`src/rtl/vga_timing_gen.sv`:
```
// VGA raster timing generator: a pixel-enable divider drives the h/v counters.
// Sync, blank and coordinate outputs are registered and decoded from the counters' next values.
module vga_timing_gen #(
  parameter int CLK_DIV  = 4,
  parameter int H_SYNC   = 96,
  parameter int H_BP     = 48,
  parameter int H_ACTIVE = 640,
  parameter int H_FP     = 16,
  parameter int V_SYNC   = 2,
  parameter int V_BP     = 33,
  parameter int V_ACTIVE = 480,
  parameter int V_FP     = 10,
  parameter int H_POL    = 0,
  parameter int V_POL    = 0,
  parameter int CW       = 10
) (
  input  logic          clk,
  input  logic          rst_n,
  input  logic          en,
  output logic          pix_ce,
  output logic          hSync,
  output logic          vSync,
  output logic          bright,
  output logic [CW-1:0] hCount,
  output logic [CW-1:0] vCount,
  output logic [CW-1:0] x,
  output logic [CW-1:0] y,
  output logic          line_start,
  output logic          frame_start
);

  localparam int H_TOTAL = H_SYNC + H_BP + H_ACTIVE + H_FP;
  localparam int V_TOTAL = V_SYNC + V_BP + V_ACTIVE + V_FP;
  localparam int DW      = (CLK_DIV > 1) ? $clog2(CLK_DIV) : 1;

  localparam logic [DW-1:0] DIV_MAX     = DW'(CLK_DIV - 1);
  localparam logic [CW-1:0] H_LAST      = CW'(H_TOTAL - 1);
  localparam logic [CW-1:0] V_LAST      = CW'(V_TOTAL - 1);
  localparam logic [CW-1:0] H_SYNC_END  = CW'(H_SYNC);
  localparam logic [CW-1:0] V_SYNC_END  = CW'(V_SYNC);
  localparam logic [CW-1:0] H_ACT_START = CW'(H_SYNC + H_BP);
  localparam logic [CW-1:0] H_ACT_END   = CW'(H_SYNC + H_BP + H_ACTIVE);
  localparam logic [CW-1:0] V_ACT_START = CW'(V_SYNC + V_BP);
  localparam logic [CW-1:0] V_ACT_END   = CW'(V_SYNC + V_BP + V_ACTIVE);
  localparam logic          H_ON        = 1'(H_POL);
  localparam logic          V_ON        = 1'(V_POL);

  logic [DW-1:0] div_q, div_d;
  logic [CW-1:0] h_q, h_d, v_q, v_d;
  logic [CW-1:0] x_q, x_d, y_q, y_d;
  logic          hs_q, hs_d, vs_q, vs_d, br_q, br_d;
  logic          ls_q, ls_d, fs_q, fs_d;
  logic          ce;
  logic          h_in, v_in;

  // rst_n gating keeps the strobe low during reset even when CLK_DIV=1
  assign ce = en & rst_n & (div_q == DIV_MAX);

  always_comb begin
    div_d = div_q;
    h_d   = h_q;
    v_d   = v_q;
    ls_d  = 1'b0;
    fs_d  = 1'b0;
    if (en) begin
      div_d = (div_q == DIV_MAX) ? '0 : div_q + DW'(1);
    end
    if (ce) begin
      if (h_q == H_LAST) begin
        h_d  = '0;
        ls_d = 1'b1;
        if (v_q == V_LAST) begin
          v_d  = '0;
          fs_d = 1'b1;
        end else begin
          v_d = v_q + CW'(1);
        end
      end else begin
        h_d = h_q + CW'(1);
      end
    end
  end

  // Decoding the next counter values keeps outputs aligned with hCount/vCount.
  // When the counters hold, the decode reproduces the held values.
  always_comb begin
    hs_d = (h_d < H_SYNC_END) ? H_ON : ~H_ON;
    vs_d = (v_d < V_SYNC_END) ? V_ON : ~V_ON;
    h_in = (h_d >= H_ACT_START) && (h_d < H_ACT_END);
    v_in = (v_d >= V_ACT_START) && (v_d < V_ACT_END);
    br_d = h_in & v_in;
    x_d  = br_d ? h_d - H_ACT_START : '0;
    y_d  = br_d ? v_d - V_ACT_START : '0;
  end

  always_ff @(posedge clk or negedge rst_n) begin
    if (!rst_n) begin
      div_q <= '0;
      h_q   <= '0;
      v_q   <= '0;
      hs_q  <= H_ON;
      vs_q  <= V_ON;
      br_q  <= 1'b0;
      x_q   <= '0;
      y_q   <= '0;
      ls_q  <= 1'b0;
      fs_q  <= 1'b0;
    end else begin
      div_q <= div_d;
      h_q   <= h_d;
      v_q   <= v_d;
      hs_q  <= hs_d;
      vs_q  <= vs_d;
      br_q  <= br_d;
      x_q   <= x_d;
      y_q   <= y_d;
      ls_q  <= ls_d;
      fs_q  <= fs_d;
    end
  end

  assign pix_ce      = ce;
  assign hSync       = hs_q;
  assign vSync       = vs_q;
  assign bright      = br_q;
  assign hCount      = h_q;
  assign vCount      = v_q;
  assign x           = x_q;
  assign y           = y_q;
  assign line_start  = ls_q & en;
  assign frame_start = fs_q & en;

endmodule
```
`config.mk`:
```
export PLATFORM = sky130hd
export DESIGN_NAME = vga_timing_gen
export DESIGN_NICKNAME = d
export VERILOG_FILES = /design/src/rtl/vga_timing_gen.sv
export SDC_FILE = /design/constraint.sdc
export NUM_CORES = 1
export LEC_CHECK = 0
export ABC_AREA = 1
export CAP_MARGIN = 15
export CORE_MARGIN = 2
export CORE_UTILIZATION = 47
export DETAILED_ROUTE_END_ITERATION = 12
export PLACE_DENSITY = 0.82
export RECOVER_POWER = 100
export SYNTH_ARGS = -nofsm -noshare
export SYNTH_HDL_FRONTEND = slang
export SYNTH_SLANG_ARGS = --single-unit
```
`constraint.sdc`:
```
create_clock -name clk -period 2.3 [get_ports clk]
set_input_delay 0.23 -clock clk [delete_from_list [all_inputs] [get_ports clk]]
set_output_delay 0.23 -clock clk [all_outputs]
set_load 0.02 [all_outputs]
```
Word-level counts from Yosys, hierarchy flattened
Cells that the tools add are included.
{"block": "op_classes", "addsub": 5, "n_mul": 0, "div_mod_pow": 0, "order_cmp": 6, "eq_ne": 3, "shift": 0, "mux": 15, "n_bitwise": 5, "reduce_logical": 2}
{"op": "$mux W10", "n": 7}
{"op": "$add A10 B1 Y10 const B", "n": 2}
{"op": "$eq A10 B10 Y1 const B", "n": 2}
{"op": "$lt A10 B10 Y1 const B", "n": 2}
{"op": "$ge A10 B6 Y1 const B", "n": 1}
{"op": "$ge A10 B8 Y1 const B", "n": 1}
{"op": "$lt A10 B2 Y1 const B", "n": 1}
{"op": "$lt A10 B7 Y1 const B", "n": 1}
{"op": "$sub A10 B6 Y10 const B", "n": 1}
{"op": "$sub A10 B8 Y10 const B", "n": 1}
{"op": "$mux W1", "n": 7}
{"op": "$and A1 B1 Y1", "n": 5}
{"op": "$add A2 B1 Y2 const B", "n": 1}
{"op": "$eq A2 B2 Y1 const B", "n": 1}
{"op": "$logic_and A1 B1 Y1", "n": 2}
{"op": "$mux W2", "n": 1}
{"block": "totals", "register_bits": 47, "latchBits": 0, "mem_bits_rw": 0, "romBits": 0, "input_bits": 3, "wordCells": 46, "mem_count": 0}

Longest topological paths before layout
Gate-level depths: netlist of the first run.
{"block": "logic_depth", "ltp_word": 8, "mapped_depth": 19, "mapped_depth_nobuf": 18}

Worst setup path after synthesis of the first run
No wires, ideal clock.
{"block": "synth_path", "path_kind": "register to register", "start": "register h_q[0], in the netlist hCount[0]", "end": "register x_q[4], in the netlist x[4]", "setup_time_ps": 128, "arrival_time_ps": 2419, "path_slack_ps": -247, "stages_incl_launch_ff": 16, "n_path_buf": 2, "cell_sequence": "dfrtp_1 -> ha_1 -> inv_1 -> nor2_2 -> nand2_4 -> nor2_8 -> buf_8 -> a21oi_2 -> ha_1 -> inv_1 -> nand3_1 -> o21ai_1 -> nand2_1 -> nand3_2 -> buf_6 -> nor2_2"}
{"block": "synth_via", "elab_chain_cells": 7, "word_cells_on_any_way": 15}
{"element": "from (decl)", "line": "49", "source": "logic [CW-1:0] h_q, h_d, v_q, v_d;"}
{"element": "from (signal assigned)", "line": "99", "source": "h_q <= '0;"}
{"element": "from (signal assigned)", "line": "110", "source": "h_q <= h_d;"}
{"element": "$eq A10 B10 Y1 *", "line": "69", "source": "if (h_q == H_LAST) begin"}
{"element": "$mux W10 *", "line": "69"}
{"element": "$mux W10 *", "line": "68", "source": "if (ce) begin"}
{"element": "named net v_d[0]", "line": "49"}
{"element": "$ge A10 B6 Y1 / $lt A10 B10 Y1 (equally long branches)", "line": "90", "source": "v_in = (v_d >= V_ACT_START) && (v_d < V_ACT_END);"}
{"element": "$logic_and A1 B1 Y1 *", "line": "90"}
{"element": "$and A1 B1 Y1 *", "line": "91", "source": "br_d = h_in & v_in;"}
{"element": "$mux W10 *", "line": "92", "source": "x_d = br_d ? h_d - H_ACT_START : '0;"}
{"element": "named net x_d[4]", "line": "50", "source": "logic [CW-1:0] x_q, x_d, y_q, y_d;"}
{"element": "to (signal assigned)", "line": "104", "source": "x_q <= '0;"}
{"element": "to (signal assigned)", "line": "115", "source": "x_q <= x_d;"}
{"element": "to (decl)", "line": "50"}
The timed path passes the listed nets; every way through them passes the cells marked *.
A chain may end at the register's enable or synchronous reset.

Worst setup path in the final report of the first run
{"block": "layout_path", "start": "register h_q[3], in the netlist hCount[3]", "end": "register y_q[0], in the netlist y[0]"}
{"block": "layout_via", "elab_chain_cells": 7, "word_cells_on_any_way": 15}
{"element": "$add A10 B1 Y10 / $eq A10 B10 Y1 (equally long branches)", "line": "79, 69"}
{"element": "$mux W10", "line": "69"}
{"element": "$mux W10", "line": "68"}
{"element": "$ge A10 B8 Y1 (tied with other cells)", "line": "89", "source": "h_in = (h_d >= H_ACT_START) && (h_d < H_ACT_END);"}
{"element": "$logic_and A1 B1 Y1, on equally long branches", "line": "89, 90"}
{"element": "$and A1 B1 Y1", "line": "91"}
{"element": "$mux W10 *", "line": "93", "source": "y_d = br_d ? v_d - V_ACT_START : '0;"}
{"element": "named net y_d[0]", "line": "50"}
{"element": "to (signal assigned)", "line": "116", "source": "y_q <= y_d;"}
{"element": "to (decl)", "line": "50"}
Marks and branches as above.

==> reports/metrics.csv, run 1 <==
metric;value;unit
syn_to_final_growth;63.9;%
placed_cells;524;
cts_tree;done;
maxCapViolCount;0;
instances_no_fill;555;
synth_edf_count;0;
slew_viol_final;0;
synth_area_leaders;dfrtp_1 (44%), nand2_1 (13%), inv_1 (7.5%);
final-setup-viol-count;21;
numCtsBuffers;5;
hold_ws;0.446;ns
slowest_delay;0.49;ns
place.gp.congestion;0.879;
critPathBufInv;3;
power_switching;0.00114;W
grt_overflow;0;
rows;27;
pwr-share-clk;22.1;%
cts_sinks;47;
htreeDepth;2;
cts_buffer_depth;2;
syn-cell-area;2650;um2
fmax;402;MHz
pin_count;49;
power;0.00293;W
violations;negative setup slack;
cp-end-kind;register;
firstDrtPassIters;7;
fin_ws;-0.187;ns
cp.depth;18;
yosysMostFrequentCell;nand2_1;
yosysWarnings;0;
drc;0;
die_h;79.0;um
grt_pass1_vias;2715;
cp_max_fo;6;
p_per_area;676;nW/um2
yosys.area.top_type;dfrtp_1;
clkTransAtPathRegs;0.10;ns
ys_ff_latch;47;
via_per_inst;5.22;
cp_data_required_time;2.55;ns
track_usage;25.6;%
crit_end;y[0];
peakVddDrop;510;uV
worstSetupStartpoint;hCount[3];
dp_hpwl;5600;um
routed_wl;8760;um
setup_tns;-2.73;ns
pwr-share-comb;43.3;%
start_util;48.4;%
grt_setup_unrepaired;true;
grt_pass1_wl;12300;um
yosys_most_used_dff;dfrtp_1;
grt_max_degree;27;
timing.final.crit_share;108;%
clock-root-buffer;clkbuf_8;
antenna-diode-count;0;
hp-class;in -> reg;
synth_commonest_cells;nand2_1 (89), inv_1 (53), dfrtp_1 (47);
routed-via-count;2895;
slew_headroom;7.44;%
antenna_found_initial;0;
cp-start-kind;register;
layout.nets;492;
rr_endpoint;y[0];
finClkSkew;0.0125;ns
path_cells;nand2_1 -> nor2_4 -> nand3_2 -> nor2_4 -> inv_2 -> nand3_4 -> ha_4 -> nand2_2 -> nor2_2 -> nand2_1 -> nand2_1 -> nand2_1 -> nand2_1 -> nand2_1 -> inv_2 -> nand3_4 -> clkbuf_16 -> nor2_2;
power.internal;0.00179;W
arrival;2.73;ns
r2r_slack;-0.19;ns
drtIter0Drc;136;
port_buffers;48;
core-area;5470;um2
switching_share;38.8;%
min_period;2.49;ns
synth.avg_cell_area;7.81;um2
hold_violations;0;
slowest_stage;dfrtp_1;
synth.net_count;349;
worst_slew_pin_slew;1.39;ns
pwr-share-seq;34.6;%
critPathKind;reg -> reg;
yosysUniqueCellTypes;25;
clkLatencyLatePin;0.32;ns
cp_common_cell;nand2_1;
drive_above_1_share;37.9;%
critPathTopFamily;simple AND/OR/NAND/NOR gates;
synth_top_area_share;44.4;%
synthArstFlopShare;100;%
r2r-start;hCount[3];
seq_area_frac_synth;44.4;%
wire_per_inst;15.8;um
p_leak;2.23;nW
ant_nets;0;
status;finished, violations left;
r2r_cells;18;
fp.dieW;79.0;um
syn_inst;339;
die_area;6250;um2
-- cell type report --
| type | instances | area, um2 |
|---|---|---|
| Inverter | 57 | 214 |
| Clock inverter | 3 | 47.5 |
| Clock buffer | 5 | 68.8 |
| Multi-Input combinational cell | 231 | 1510 |
| Timing Repair Buffer | 140 | 1230 |
| Tap cell | 72 | 90.1 |
| Sequential cell | 47 | 1180 |
| Fill cell | 347 | 1140 |
-- logic make-up (layout without fill, tap and decap cells) --
kind of cell               count (synthesis)  in the layout  synth area share, %
DFF                                       47             47                 44.4
AOI/OAI and AO/OA                         16             16                 3.26
buffers and inverters                     61            205                 9.93
adders and majority gates                  7              7                 3.31
and+or+nand+nor                          199            199                 36.0
xor gates and xnor gates                   8              8                 2.65
muxes                                      1              1                0.426
-- placed cells by master, fill, tap and decap left out, types with 6 or more instances in the layout --
cell type,instances
nand2_1,82
buf_4,82
clkdlybuf4s50_1,46
inv_1,45
dfrtp_1,43
nor2_1,24
nand3_1,23
nor2_2,18
nor2_4,17
inv_2,12
nand4_1,8
nand3_2,7
nand2_2,7
a21oi_1,6
xor2_1,6
-- worst min-delay path by stage --
stage | start | endpoint | slack (ns) | cells past startpoint
6_report | en | div_q[0] | 0.45 | 3
5_1_grt | en | div_q[0] | 0.44 | 3
3_3_place_gp | rst_n | div_q[0] | 0.07 | 1
2_1_floorplan | rst_n | bright | -0.07 | 0
3_5_place_dp | rst_n | div_q[1] | 0.07 | 1
4_1_cts | rst_n | vCount[1] | 0.03 | 2
-- flip-flops by register name (all words and copies together), names as in the netlist --
register  count
bright        1
div_q         2
fs_q          1
hCount       10
hSync         1
ls_q          1
vCount       10
vSync         1
x            10
y            10
-- metrics by stage --
| step | util [%] | worst slack, ns | cell area, um2 |
|---|---|---|---|
| final | 79.2 | -0.187 | 4340 |
| after detailed placement | 68.6 | -0.480 | 3750 |
| after global routing | 79.2 | -0.301 | 4340 |
| after global placement | 68.6 | -0.424 | 3750 |
| after floorplan | - | 0.0165 | 2690 |
| after CTS | 72.8 | 0.0105 | 3990 |
-- power by group through the flow --
stage | clock, W | sequential (W) | combinational, W
6_report | 0.000648 | 0.00101 | 0.00127
3_3_place_gp | 0 | 0.00100 | 0.000947
4_1_cts | 0.000647 | 0.000988 | 0.00109
3_5_place_dp | 0 | 0.00101 | 0.000990
2_1_floorplan | 0 | 0.00109 | 0.000413
5_1_grt | 0.000696 | 0.00102 | 0.00136
-- timing repair --
item                       in CTS  in global routing
gates cloned                    0                  2
setup endpoints to repair      21                 21
pin swaps                       5                 20
resized for setup               9                 59
setup buffers                   8                 11
hold buffers                    2                  0
hold endpoints to repair        2                  0
-- per-layer routing --
metal / up-vias / GRT usage (%) / wire, um
li1: 1330 / - / -
met1: 1395 / 27.9 / 3210
met2: 136 / 46.4 / 4750
met3: 34 / 6.02 / 436
met4: 0 / 12.8 / 367
met5: - / 0 / 0
-- worst min-delay path: cells and delay by family --
kind	cells	cell delay [ns]
AOI/OAI and AO/OA	1	0.06
buffers and inverters	2	0.42
Power figures use the tool's default switching activity.
==> run 2, diff against run 1 <==
Settings changed: CELL_PAD_IN_SITES_DETAIL_PLACEMENT set to 0, CELL_PAD_IN_SITES_GLOBAL_PLACEMENT set to 1, CORE_UTILIZATION 47 to 34, PLACE_DENSITY 0.82 to 0.81.
==> reports/metrics.csv, run 2 (synthesis gave the netlist of run 1 again) <==
metric;value;unit
status;finished, violations left;
violations;negative setup slack;
via_per_inst;4.46;
core-area;7650;um2
cts_sinks;47;
final_cell_mix;nand2_1 (83), buf_4 (73), inv_1 (47), clkdlybuf4s50_1 (47), dfrtp_1 (42);
numCtsBuffers;5;
htreeDepth;2;
hold_ws;0.476;ns
firstDrtPassIters;4;
dp_hpwl;5400;um
cts_buffer_depth;2;
pin_count;49;
clock-root-buffer;clkbuf_8;
routed_wl;7350;um
start_util;34.6;%
worst_slew_pin_slew;1.45;ns
multi_input_area;1450;um2
peakVddDrop;290;uV
wire_per_inst;12.8;um
ant_nets;0;
final_common_cell;nand2_1;
track_usage;17.9;%
critPathKind;reg -> reg;
timing.final.crit_share;101;%
drive_above_1_share;35.1;%
drc;0;
die_area;8500;um2
hold_violations;0;
grt_pass1_wl;12000;um
fin_ws;-0.0247;ns
clkLatencyLatePin;0.31;ns
drtIter0Drc;70;
grt_pass1_vias;2506;
place.gp.congestion;0.851;
p_per_area;634;nW/um2
hp-class;in -> async;
arrival;2.57;ns
final-setup-viol-count;12;
clkTransAtPathRegs;0.09;ns
final_util;55.3;%
syn_to_final_growth;59.8;%
port_buffers;48;
maxCapViolCount;0;
cp_data_required_time;2.55;ns
grt_max_degree;28;
grt_setup_unrepaired;true;
path_cells;ha_4 -> inv_1 -> nor2_4 -> nand2_4 -> nor2_8 -> buf_12 -> nand4_1 -> nand2_1 -> nand2_1 -> nor2_4 -> nor2_2 -> nand2_1 -> nand3_4 -> buf_12 -> nor2_4;
slew_viol_final;0;
cp_max_fo;6;
min_period;2.32;ns
fmax;430;MHz
cp-end-kind;register;
rows;32;
fill_cells;703;
regArea;1180;um2
grt_overflow;0;
antenna_found_initial;0;
cts_tree;done;
cp-start-kind;register;
layout.nets;482;
fp.dieW;92.2;um
slowest_stage;dfrtp_2;
antenna-diode-count;0;
finClkSkew;0.00834;ns
slew_headroom;3.18;%
die_h;92.2;um
slowest_delay;0.40;ns
routed-via-count;2564;
p_leak;2.15;nW
run 2: cell types whose count changed in the layout (fill, tap and decap cells not counted), sizes merged:
cell	before	now
buf	85	76
bufinv	1	0
clkbuf	11	10
clkdlybuf4s50	46	47
clkinv	1	2
dlymetal6s2s	1	0
run 2: final cells by class:
type | instances | share of cell area [%]
repair buffers | 130 | 27.6
inverters | 57 | 5.12
well taps | 102 | 3.02
clock inverters | 3 | 0.444
multi-input cells | 231 | 34.2
clock buffers | 5 | 1.63
flip-flops and latches | 47 | 28.0
run 2: report_power, final:
group	internal (W)	switching (W)	leakage, nW	total, W
combinational	0.000550	0.000618	1.53	0.00117
sequential	0.000911	0.0000947	0.572	0.00101
clock	0.000214	0.000295	0.0483	0.000509
total	0.00168	0.00101	2.15	0.00268
run 2: repair_timing:
action,4_1_cts,5_1_grt
hold buffers,2,0
setup endpoints to repair,21,21
gates cloned,1,2
setup buffers,5,5
pin swaps,6,18
endpoints found under the hold margin,2,0
gates resized for setup,12,45
run 2: path summary, 6_finish.rpt:
check	end	start	cells past startpoint	slack, ns
max	y[9]	hCount[1]	15	-0.02
min	div_q[0]	rst_n	2	0.48
max reg2reg	y[9]	hCount[1]	15	-0.02
min reg2reg	div_q[1]	div_q[1]	1	0.59
max in group asynchronous	ls_q	rst_n	3	0.77
min in group clk	ls_q	rst_n	6	0.59
run 2: through the flow:
stage	setup TNS [ns]	cells	worst slack (ns)	total power, W	area, um2
after CTS	0	568	0.000268	0.00256	3980
after global routing	-2.70	575	-0.145	0.00286	4230
after detailed placement	-6.91	552	-0.364	0.00199	3770
after global placement	-7.44	552	-0.368	0.00197	3770
final	-0.103	575	-0.0247	0.00268	4230
after floorplan	0	339	0.0165	0.00150	2690
run 2: per-layer routing:
metal | track usage (%) | routed length (um) | vias to the layer above
met5 | 0 | 0 | -
met4 | 3.23 | 86 | 0
met3 | 3.78 | 245 | 7
met2 | 31.6 | 3710 | 59
met1 | 22.7 | 3310 | 1188
li1 | - | - | 1310
run 2: critical path, delay by kind of cell, from the launching register on:
family / cells / cell delay [ns]
simple gates: 11 / 1.27
flops: 1 / 0.40
buf+inv: 3 / 0.40
fa+ha+maj: 1 / 0.18
